File: src/rtl/crumb_gen_if.sv
// crumb_gen cell bus: step handshake, rule masks,
// state shift chain and display scan chain.
interface crumb_gen_if #(
  parameter int NEIGH   = 8,
  parameter int STATE_W = 2
);
  logic               step;
  logic               shift_en;
  logic               disp_load;
  logic               disp_shift;
  logic [NEIGH:0]     birth_mask;
  logic [NEIGH:0]     survive_mask;
  logic [NEIGH-1:0]   neighbors;
  logic [STATE_W-1:0] shift_in;
  logic [STATE_W-1:0] shift_out;
  logic [STATE_W-1:0] state;
  logic               alive;
  logic               disp_in;
  logic               disp_out;
  logic               busy;
  logic               done;

  modport master (
    output step, shift_en, disp_load, disp_shift,
    output birth_mask, survive_mask, neighbors,
    output shift_in, disp_in,
    input  shift_out, state, alive,
    input  disp_out, busy, done
  );

  modport slave (
    input  step, shift_en, disp_load, disp_shift,
    input  birth_mask, survive_mask, neighbors,
    input  shift_in, disp_in,
    output shift_out, state, alive,
    output disp_out, busy, done
  );
endinterface

File: src/rtl/crumb_gen.sv
// crumb_gen: one Generations-style automaton cell
// with two-cycle count/commit step and scan chains.
module crumb_gen #(
  parameter int NEIGH      = 8,
  parameter int STATE_W    = 2,
  parameter int NUM_STATES = 4
) (
  input  logic        clk,
  input  logic        rst,
  input  logic        en,
  crumb_gen_if.slave  io
);
  localparam int CW = $clog2(NEIGH + 1);
  localparam logic [STATE_W:0] NS =
    (STATE_W + 1)'(NUM_STATES);
  localparam logic [STATE_W:0] LAST =
    NS - (STATE_W + 1)'(1);

  typedef enum logic {
    IDLE,
    COUNT
  } fsm_e;

  fsm_e               fsm_q, fsm_d;
  logic [STATE_W-1:0] state_q, state_d;
  logic [STATE_W-1:0] nxt;
  logic [STATE_W:0]   wide;
  logic [CW-1:0]      cnt_q, cnt_d;
  logic [CW-1:0]      pop;
  logic               disp_q, disp_d;
  logic               done_q, done_d;
  logic               alive;

  assign wide  = {1'b0, state_q};
  assign alive = (state_q == STATE_W'(1));

  // Live-neighbour popcount, registered at step accept.
  always_comb begin
    pop = '0;
    for (int i = 0; i < NEIGH; i++) begin
      pop = pop + CW'(io.neighbors[i]);
    end
  end

  // Rule: birth/survive for 0/1, fixed decay above.
  always_comb begin
    nxt = '0;
    unique case (1'b1)
      (wide >= NS): nxt = '0;
      (state_q == STATE_W'(1)): begin
        if (io.survive_mask[cnt_q])
          nxt = STATE_W'(1);
        else if (NUM_STATES == 2)
          nxt = STATE_W'(0);
        else
          nxt = STATE_W'(2);
      end
      (state_q == STATE_W'(0)): begin
        nxt = io.birth_mask[cnt_q] ?
              STATE_W'(1) : STATE_W'(0);
      end
      default: begin
        nxt = (wide == LAST) ?
              STATE_W'(0) : state_q + STATE_W'(1);
      end
    endcase
  end

  // Prioritised next-state: pipeline > step > shift > disp.
  always_comb begin
    fsm_d   = fsm_q;
    state_d = state_q;
    cnt_d   = cnt_q;
    disp_d  = disp_q;
    done_d  = done_q;
    if (en) begin
      done_d = 1'b0;
      if (fsm_q == COUNT) begin
        state_d = nxt;
        fsm_d   = IDLE;
        done_d  = 1'b1;
      end else if (io.step) begin
        cnt_d = pop;
        fsm_d = COUNT;
      end else if (io.shift_en) begin
        state_d = io.shift_in;
      end else if (io.disp_load) begin
        disp_d = alive;
      end else if (io.disp_shift) begin
        disp_d = io.disp_in;
      end
    end
  end

  // Single state register; reset abandons any step.
  always_ff @(posedge clk) begin
    if (rst) begin
      fsm_q   <= IDLE;
      state_q <= '0;
      cnt_q   <= '0;
      disp_q  <= 1'b0;
      done_q  <= 1'b0;
    end else begin
      fsm_q   <= fsm_d;
      state_q <= state_d;
      cnt_q   <= cnt_d;
      disp_q  <= disp_d;
      done_q  <= done_d;
    end
  end

  assign io.state     = state_q;
  assign io.shift_out = state_q;
  assign io.alive     = alive;
  assign io.disp_out  = disp_q;
  assign io.busy      = (fsm_q == COUNT);
  assign io.done      = done_q;
endmodule

File: src/flat_wrapper.sv
// flat-port wrapper written by rule: the top's interface ports become plain ports
module crumb_gen_flat 
#(
  parameter int NEIGH      = 8,
  parameter int STATE_W    = 2,
  parameter int NUM_STATES = 4
)
  (clk, rst, en, io_step, io_shift_en, io_disp_load, io_disp_shift, io_birth_mask, io_survive_mask, io_neighbors, io_shift_in, io_disp_in, io_shift_out, io_state, io_alive, io_disp_out, io_busy, io_done);
  crumb_gen_if #(.NEIGH(NEIGH), .STATE_W(STATE_W)) io_i ();
  input  logic clk;
  input  logic rst;
  input  logic en;
  input wire logic [$bits(io_i.step)-1:0] io_step;
  input wire logic [$bits(io_i.shift_en)-1:0] io_shift_en;
  input wire logic [$bits(io_i.disp_load)-1:0] io_disp_load;
  input wire logic [$bits(io_i.disp_shift)-1:0] io_disp_shift;
  input wire logic [$bits(io_i.birth_mask)-1:0] io_birth_mask;
  input wire logic [$bits(io_i.survive_mask)-1:0] io_survive_mask;
  input wire logic [$bits(io_i.neighbors)-1:0] io_neighbors;
  input wire logic [$bits(io_i.shift_in)-1:0] io_shift_in;
  input wire logic [$bits(io_i.disp_in)-1:0] io_disp_in;
  output wire logic [$bits(io_i.shift_out)-1:0] io_shift_out;
  output wire logic [$bits(io_i.state)-1:0] io_state;
  output wire logic [$bits(io_i.alive)-1:0] io_alive;
  output wire logic [$bits(io_i.disp_out)-1:0] io_disp_out;
  output wire logic [$bits(io_i.busy)-1:0] io_busy;
  output wire logic [$bits(io_i.done)-1:0] io_done;
  assign io_i.step = io_step;
  assign io_i.shift_en = io_shift_en;
  assign io_i.disp_load = io_disp_load;
  assign io_i.disp_shift = io_disp_shift;
  assign io_i.birth_mask = io_birth_mask;
  assign io_i.survive_mask = io_survive_mask;
  assign io_i.neighbors = io_neighbors;
  assign io_i.shift_in = io_shift_in;
  assign io_i.disp_in = io_disp_in;
  assign io_shift_out = io_i.shift_out;
  assign io_state = io_i.state;
  assign io_alive = io_i.alive;
  assign io_disp_out = io_i.disp_out;
  assign io_busy = io_i.busy;
  assign io_done = io_i.done;
  crumb_gen #(.NEIGH(NEIGH), .STATE_W(STATE_W), .NUM_STATES(NUM_STATES)) u_core (.clk(clk), .rst(rst), .en(en), .io(io_i));
endmodule
File: config.mk
export PLATFORM = sky130hd
export DESIGN_NAME = crumb_gen_flat
export DESIGN_NICKNAME = d
export VERILOG_FILES = /design/src/rtl/crumb_gen_if.sv /design/src/rtl/crumb_gen.sv /design/src/flat_wrapper.sv
export SDC_FILE = /design/constraint.sdc
export NUM_CORES = 1
export LEC_CHECK = 0
export CAP_MARGIN = 10
export CORE_ASPECT_RATIO = 1.1
export CORE_MARGIN = 2
export CORE_UTILIZATION = 41
export CTS_CLUSTER_SIZE = 30
export DETAILED_ROUTE_END_ITERATION = 10
export PLACE_DENSITY_LB_ADDON = 0.3
export RECOVER_POWER = 50
export REMOVE_ABC_BUFFERS = 1
export SYNTH_ARGS = -nofsm -noshare
export SYNTH_HDL_FRONTEND = slang
export SYNTH_SLANG_ARGS = --single-unit
export TNS_END_PERCENT = 1
File: constraint.sdc
create_clock -name clk -period 5.2 [get_ports clk]
set_input_delay 1.04 -clock clk [delete_from_list [all_inputs] [get_ports clk]]
set_output_delay 1.04 -clock clk [all_outputs]
set_load 0.02 [all_outputs]
Word-level counts from Yosys, hierarchy flattened
Index checks and enable logic that the tools add are counted.
{"block": "word_totals", "wordCells": 43, "n_memories": 0, "latch_bits": 0, "mem_bits_rw": 0, "reg_bits": 9, "mem_bits_ro": 0}
{"block": "op_classes", "order_cmp": 2, "reduce_logical": 6, "eq_ne": 3, "multipliers": 0, "n_mux": 16, "n_div": 0, "n_bitwise": 3, "addsub": 8, "shifts": 0}
{"cell": "$add 4x1->4", "n": 6}
{"cell": "$mux 2", "n": 5}
{"cell": "$bmux 1 s4", "n": 2}
{"cell": "$mux 1", "n": 8}
{"cell": "$pmux 2 s3", "n": 1}
{"cell": "$reduce_and 3->1", "n": 2}
{"cell": "$lt 4x5->1 const B", "n": 1}
{"cell": "$reduce_and 5->1", "n": 1}
{"cell": "$reduce_bool 2->1", "n": 2}
{"cell": "$ge 2x3->1 const B", "n": 1}
{"cell": "$not 1->1", "n": 3}
{"cell": "$add 1x1->2", "n": 1}
{"cell": "$add 2x1->2 const B", "n": 1}
{"cell": "$eq 2x1->1 const B", "n": 1}
{"cell": "$eq 2x2->1 const B", "n": 1}
{"cell": "$logic_not 2->1", "n": 1}
{"cell": "$ne 2x1->1 const B", "n": 1}

Depth between registers and ports, before layout
{"block": "logic_depth", "word_depth": 7, "mapped_depth": 10, "depth_no_buf": 10}

Least setup slack after synthesis
Ideal clock, no wire load.
{"block": "synth_path", "kind": "input to register", "startpoint": "in io_neighbors[0]", "endpoint": "reg u_core.cnt_q[2]", "setup_ps": 70, "path_slack_ps": 1795, "path_stages": 9, "arrival_ps": 3336, "required_ps": 5130, "path_cell_list": "ha_1 -> inv_1 -> fa_1 -> fa_1 -> fa_1 -> fa_1 -> xnor2_1 -> nand2_1 -> a21oi_1"}
{"block": "synth_between", "elab_chain_len": 7}
{"element": "from (decl)", "line_no": "flat_wrapper.sv:19", "rtl": "input wire logic [$bits(io_i.neighbors)-1:0] io_neighbors;"}
{"element": "$add 1x1->2", "line_no": "crumb_gen.sv:41", "rtl": "pop = pop + CW'(io.neighbors[i]);"}
{"element": "$add 4x1->4 (6 in series)", "line_no": "crumb_gen.sv:41"}
{"element": "to (signal assigned)", "line_no": "crumb_gen.sv:106", "rtl": "cnt_q <= cnt_d;"}
{"element": "to (decl)", "line_no": "crumb_gen.sv:28", "rtl": "logic [CW-1:0] cnt_q, cnt_d;"}
No other way between the ends.
A chain may end at the register's enable or synchronous reset.

Final worst setup path
{"block": "layout_path", "startpoint": "in io_neighbors[1]", "endpoint": "reg u_core.cnt_q[2]"}
Same word-level chain as after synthesis.

==> flow_results.org <==
** Run status
- Status :: finished, final reports clean

** Logic synthesis
- Post-Syn Area :: 794.5 um^2
- After synthesis, the share of flip-flops with an asynchronous set or reset is 0.
- Count of distinct cell types in the synthesized netlist :: 34
- Of the post-synthesis cell area, the dominant cell type holds 0.2268.
- Synthesized instance count :: between 90 and 100
- Among all cell types in the netlist, the one instantiated most often is sky130_fd_sc_hd__inv_1.
- Most frequent cells after synthesis :: sky130_fd_sc_hd__inv_1, sky130_fd_sc_hd__dfxtp_1, sky130_fd_sc_hd__nor2_1
- After synthesis, the cell types taking the most area are sky130_fd_sc_hd__dfxtp_1, sky130_fd_sc_hd__fa_1, sky130_fd_sc_hd__mux2i_1, sky130_fd_sc_hd__inv_1, sky130_fd_sc_hd__ha_1.
- Most common flop cell mapped by yosys :: sky130_fd_sc_hd__dfxtp_1
- Share of synthesized area occupied by flip-flops and latches :: 0.2268
- For this run, the number of Yosys warnings is 0.
- The largest total area in the synthesized netlist belongs to sky130_fd_sc_hd__dfxtp_1.
- Post-synthesis sequential element count :: 9
- Dividing the synthesized area by the synthesized cell count gives 8.363 um^2.
- Yosys mapped a number of flops with a built-in enable equal to 0.

** Global routing
- For this run, global-route usage on met1 was measured as 0.2162.
- The first global-routing pass estimated between 3000 and 4000 um of wire.
- Entering global routing, the biggest net connects 12 pins.
- met2 is the most crowded layer.
- The initial antenna violation count was 0.
- The via count of the first global-routing pass was 741.
- For this run the aggregate overflow at the end of global routing stands at 0.
- Across every metal layer, demand over resource in global routing totals 0.1744.
- Global routing usage on met2 :: 0.2917
- In the global route stage, met3 resource usage came out at 0.03597.

** Placed design
- Placed Instance Area :: roughly 0.0012 mm^2
- Weighted congestion at the end of routability-driven global placement :: between 0.7 and 0.8
- In this run the tool buffered the top-level ports with between 40 and 50 buffer cells.
- Detailed placement finished with a half-perimeter wire length of approximately 1600 um.

** Finish
- Antenna diode count :: 0
- Share of final-layout standard cells stronger than drive strength 1 :: 0.05072
- End-of-flow core utilization :: 0.6847
- Number of nets in the finished design :: 182
- Compared with the post-synthesis result, the final layout area differs by 55.28%.
- Counting the fill cells in the layout gives 150.
- Final std cell area, no fill :: between 0.001 and 0.0015 mm^2

** Floorplan
- # rows :: 16
- DIE AREA :: about 0.0023 mm^2
- The floorplan step defined a core boundary enclosing around 0.0018 mm^2.
- Y dimension of the die :: between 50 and 60 um
- For this configuration, the core starts out at a cell density of 0.4410.
- 44 I/O pins were placed.
- Measured along the x axis, the die boundary spans ~46 um.

** Worst setup path
- The worst setup path is captured at a flip-flop.
- FF-to-FF setup slack :: between 3 and 4 ns
- Cell-by-cell listing of the critical path :: clkdlybuf4s50_1, ha_1, inv_1, fa_1, fa_1, fa_1, fa_1, xnor2_1, nand2_1, a21oi_1
- Most frequent cell on the critical path :: sky130_fd_sc_hd__fa_1
- Critical Setup Path Class :: in2reg
- In this design, the stage delay of the slowest critical-path cell is around 0.5 ns.
- CP max FO :: 2
- Startpoint class of the critical path :: input port
- The worst register-to-register path has a depth of 5.
- The slowest stage of the critical path belongs to the cell sky130_fd_sc_hd__fa_1.
- STA puts the critical path data required time at approximately 5.4 ns.
- For the worst setup path, the data arrival time is roughly 3.9 ns.
- The worst register-to-register path begins at u_core.cnt_q[1].
- The endpoint identified for the worst register-to-register timing path is u_core.io.shift_out[0].

** Clock tree
- In this run the post-CTS setup repair buffer count came out at 0.
- Post_cts resized :: 0
- Cell chosen for the clock root :: sky130_fd_sc_hd__clkbuf_4
- Clock-pin slew was measured on the worst setup and hold paths at 0.06 ns.
- Clock Tree Buf Depth :: 2
- H-Tree Depth :: 1
- Post-CTS Hold Fix Bufs :: 0
- TritonCTS Buffers :: 3
- TritonCTS built the clock tree.
- The clock drives 9 sinks.
- Clk_lat worst skew :: around 0.27 ns

** STA
- Transition time of the tightest slew-check pin :: about 0.5 ns
- Share of the clock period used by the worst path after layout :: 0.7018
- Measured against its own limit, the worst slew margin works out to 0.6751.
- Setup violations remaining at the end of the flow were counted as 0.
- The routed design could run at a clock period as short as ~3.6 ns.
- Fin. max-slew vios :: 0
- Between clock sinks in the finished design, the worst skew comes to approximately 0.0022 ns.
- Setup repair after global routing left no endpoint under its margin.
- Max Clk Rate :: approximately 270 MHz
- Fin. Hold Viols :: 0
- TNS Setup :: 0 ns

** Detailed routing
- The routed design has about 1900 um of wire.
- After detailed routing, the average wire length per cell comes to around 12 um.
- After the first detailed-routing iteration, the DRC count stood at 11.
- 1st-pass router iterations :: 4
- Detailed-route via count :: 830
- Dividing the detail-routed via count by the number of cells gives 5.321.
- The detail route stage leaves a number of antenna-violating nets equal to 0.
- Number of remaining DRC errors :: 0

** Worst hold path
- Endpoint of the worst hold-timing path :: u_core.io.done
- The worst hold path was traced through 2 stages.
- Hold crit path type :: reg2reg
- In this run the most critical hold path is launched from u_core.io.done.

** Pwr
- Summed over all cells, the static leakage comes to between 0.4 and 0.5 nW.
- Power density over cell area :: 184.5 mW/mm^2
- IR analysis of the VDD net gives a maximum drop of roughly 0.00013 V.

** Job
- The tool flagged a number of max-cap violations equal to 0.
placed cells by master, fill, tap and decap left out:
cell | synthesis | layout
sky130_fd_sc_hd__nor2_1 | 7 | 7
sky130_fd_sc_hd__a22oi_1 | 2 | 2
sky130_fd_sc_hd__nor4_1 | 2 | 2
sky130_fd_sc_hd__a311oi_1 | 1 | 1
sky130_fd_sc_hd__fa_1 | 4 | 4
sky130_fd_sc_hd__nand2_1 | 5 | 5
sky130_fd_sc_hd__a2111oi_0 | 1 | 1
sky130_fd_sc_hd__mux2_2 | 2 | 2
sky130_fd_sc_hd__clkbuf_1 | 0 | 1
sky130_fd_sc_hd__o21ai_0 | 1 | 1
sky130_fd_sc_hd__a31oi_1 | 1 | 1
sky130_fd_sc_hd__o21bai_1 | 1 | 1
sky130_fd_sc_hd__clkdlybuf4s50_1 | 0 | 37
sky130_fd_sc_hd__nor4b_1 | 2 | 2
sky130_fd_sc_hd__a211oi_1 | 4 | 4
sky130_fd_sc_hd__nand2b_1 | 4 | 4
sky130_fd_sc_hd__o22ai_1 | 3 | 3
sky130_fd_sc_hd__mux2i_1 | 6 | 6
sky130_fd_sc_hd__nor2b_1 | 3 | 3
sky130_fd_sc_hd__xnor2_1 | 1 | 1
sky130_fd_sc_hd__inv_1 | 14 | 14
sky130_fd_sc_hd__ha_1 | 3 | 3
sky130_fd_sc_hd__clkbuf_4 | 0 | 3
sky130_fd_sc_hd__o21ai_1 | 1 | 1
sky130_fd_sc_hd__o211ai_1 | 1 | 1
sky130_fd_sc_hd__or3_1 | 1 | 1
sky130_fd_sc_hd__nor3_1 | 2 | 2
sky130_fd_sc_hd__dlygate4sd3_1 | 0 | 6
sky130_fd_sc_hd__a2111o_1 | 1 | 1
sky130_fd_sc_hd__a21oi_1 | 5 | 5
sky130_fd_sc_hd__nand3_1 | 1 | 1
sky130_fd_sc_hd__or2_2 | 1 | 1
sky130_fd_sc_hd__nor3b_1 | 1 | 1
sky130_fd_sc_hd__and2b_4 | 1 | 1
sky130_fd_sc_hd__dfxtp_1 | 9 | 9
state kept, by name (all words and copies together) (netlist names):
signal               cells
u_core.io.busy           1
u_core.io.disp_out       1
u_core.cnt_q             4
u_core.io.done           1
u_core.io.shift_out      2
worst max path at each step:
stage | startpoint | end | slack (ns) | cells past startpoint
floorplan | io_neighbors[0] | u_core.cnt_q[2] | 1.79 | 9
global placement | io_neighbors[0] | u_core.cnt_q[2] | 1.33 | 10
detailed placement | io_neighbors[1] | u_core.cnt_q[2] | 1.27 | 10
CTS | io_neighbors[1] | u_core.cnt_q[2] | 1.54 | 10
global route | io_neighbors[0] | u_core.cnt_q[2] | 1.43 | 10
finish | io_neighbors[1] | u_core.cnt_q[2] | 1.55 | 10
power breakdown:
| group | switching, mW | internal (mW) |
|---|---|---|
| combinational | 0.0349 | 0.0547 |
| clock | 0.0271 | 0.0297 |
| sequential | 0.00804 | 0.0731 |
metrics by stage:
stage	power, mW	instances	setup slack (ns)	hold slack (ns)
6_report	0.2276	156	1.551	0.4825
5_1_grt	0.2424	156	1.430	0.4946
4_1_cts	0.2293	156	1.537	0.4841
3_5_place_dp	0.1737	152	1.274	0.4701
3_3_place_gp	0.1709	152	1.331	0.4591
2_1_floorplan	0.1293	91	1.795	0.4805
worst max-delay path, delay by kind of cell:
family,cells,cell delay (ns)
compound gates,1,0.14
xor+xnor,1,0.15
fa+ha+maj,5,2.00
buf+inv,2,0.45
simple gates,1,0.07
routing by layer:
metal / share of wire / routed length (um)
met1: 0.41 / 792
met2: 0.49 / 942
met3: 0.086 / 165
met4: 0.011 / 21
met5: 0 / 0
cell families (layout without fill, tap and decap cells):
kind of cell    after synthesis  count (layout)  synth area share
compound gates               22              22            0.1874
flops                         9               9            0.2268
mux                           8               8            0.1039
simple gates                 30              30            0.2063
buf+inv                      18              61            0.1165
xor+xnor                      1               1           0.01103
fa+ha+maj                     7               7            0.1480
final cells by class:
type	instances	area (um^2)	share of cell area
multi-input cells	68	521.8	0.4229
repair buffers	43	430.4	0.3489
flip-flops and latches	9	180.2	0.1460
inverters	14	52.55	0.04260
clock buffers	4	26.28	0.02130
well taps	18	22.52	0.01826
Power figures use the tool's default switching activity.
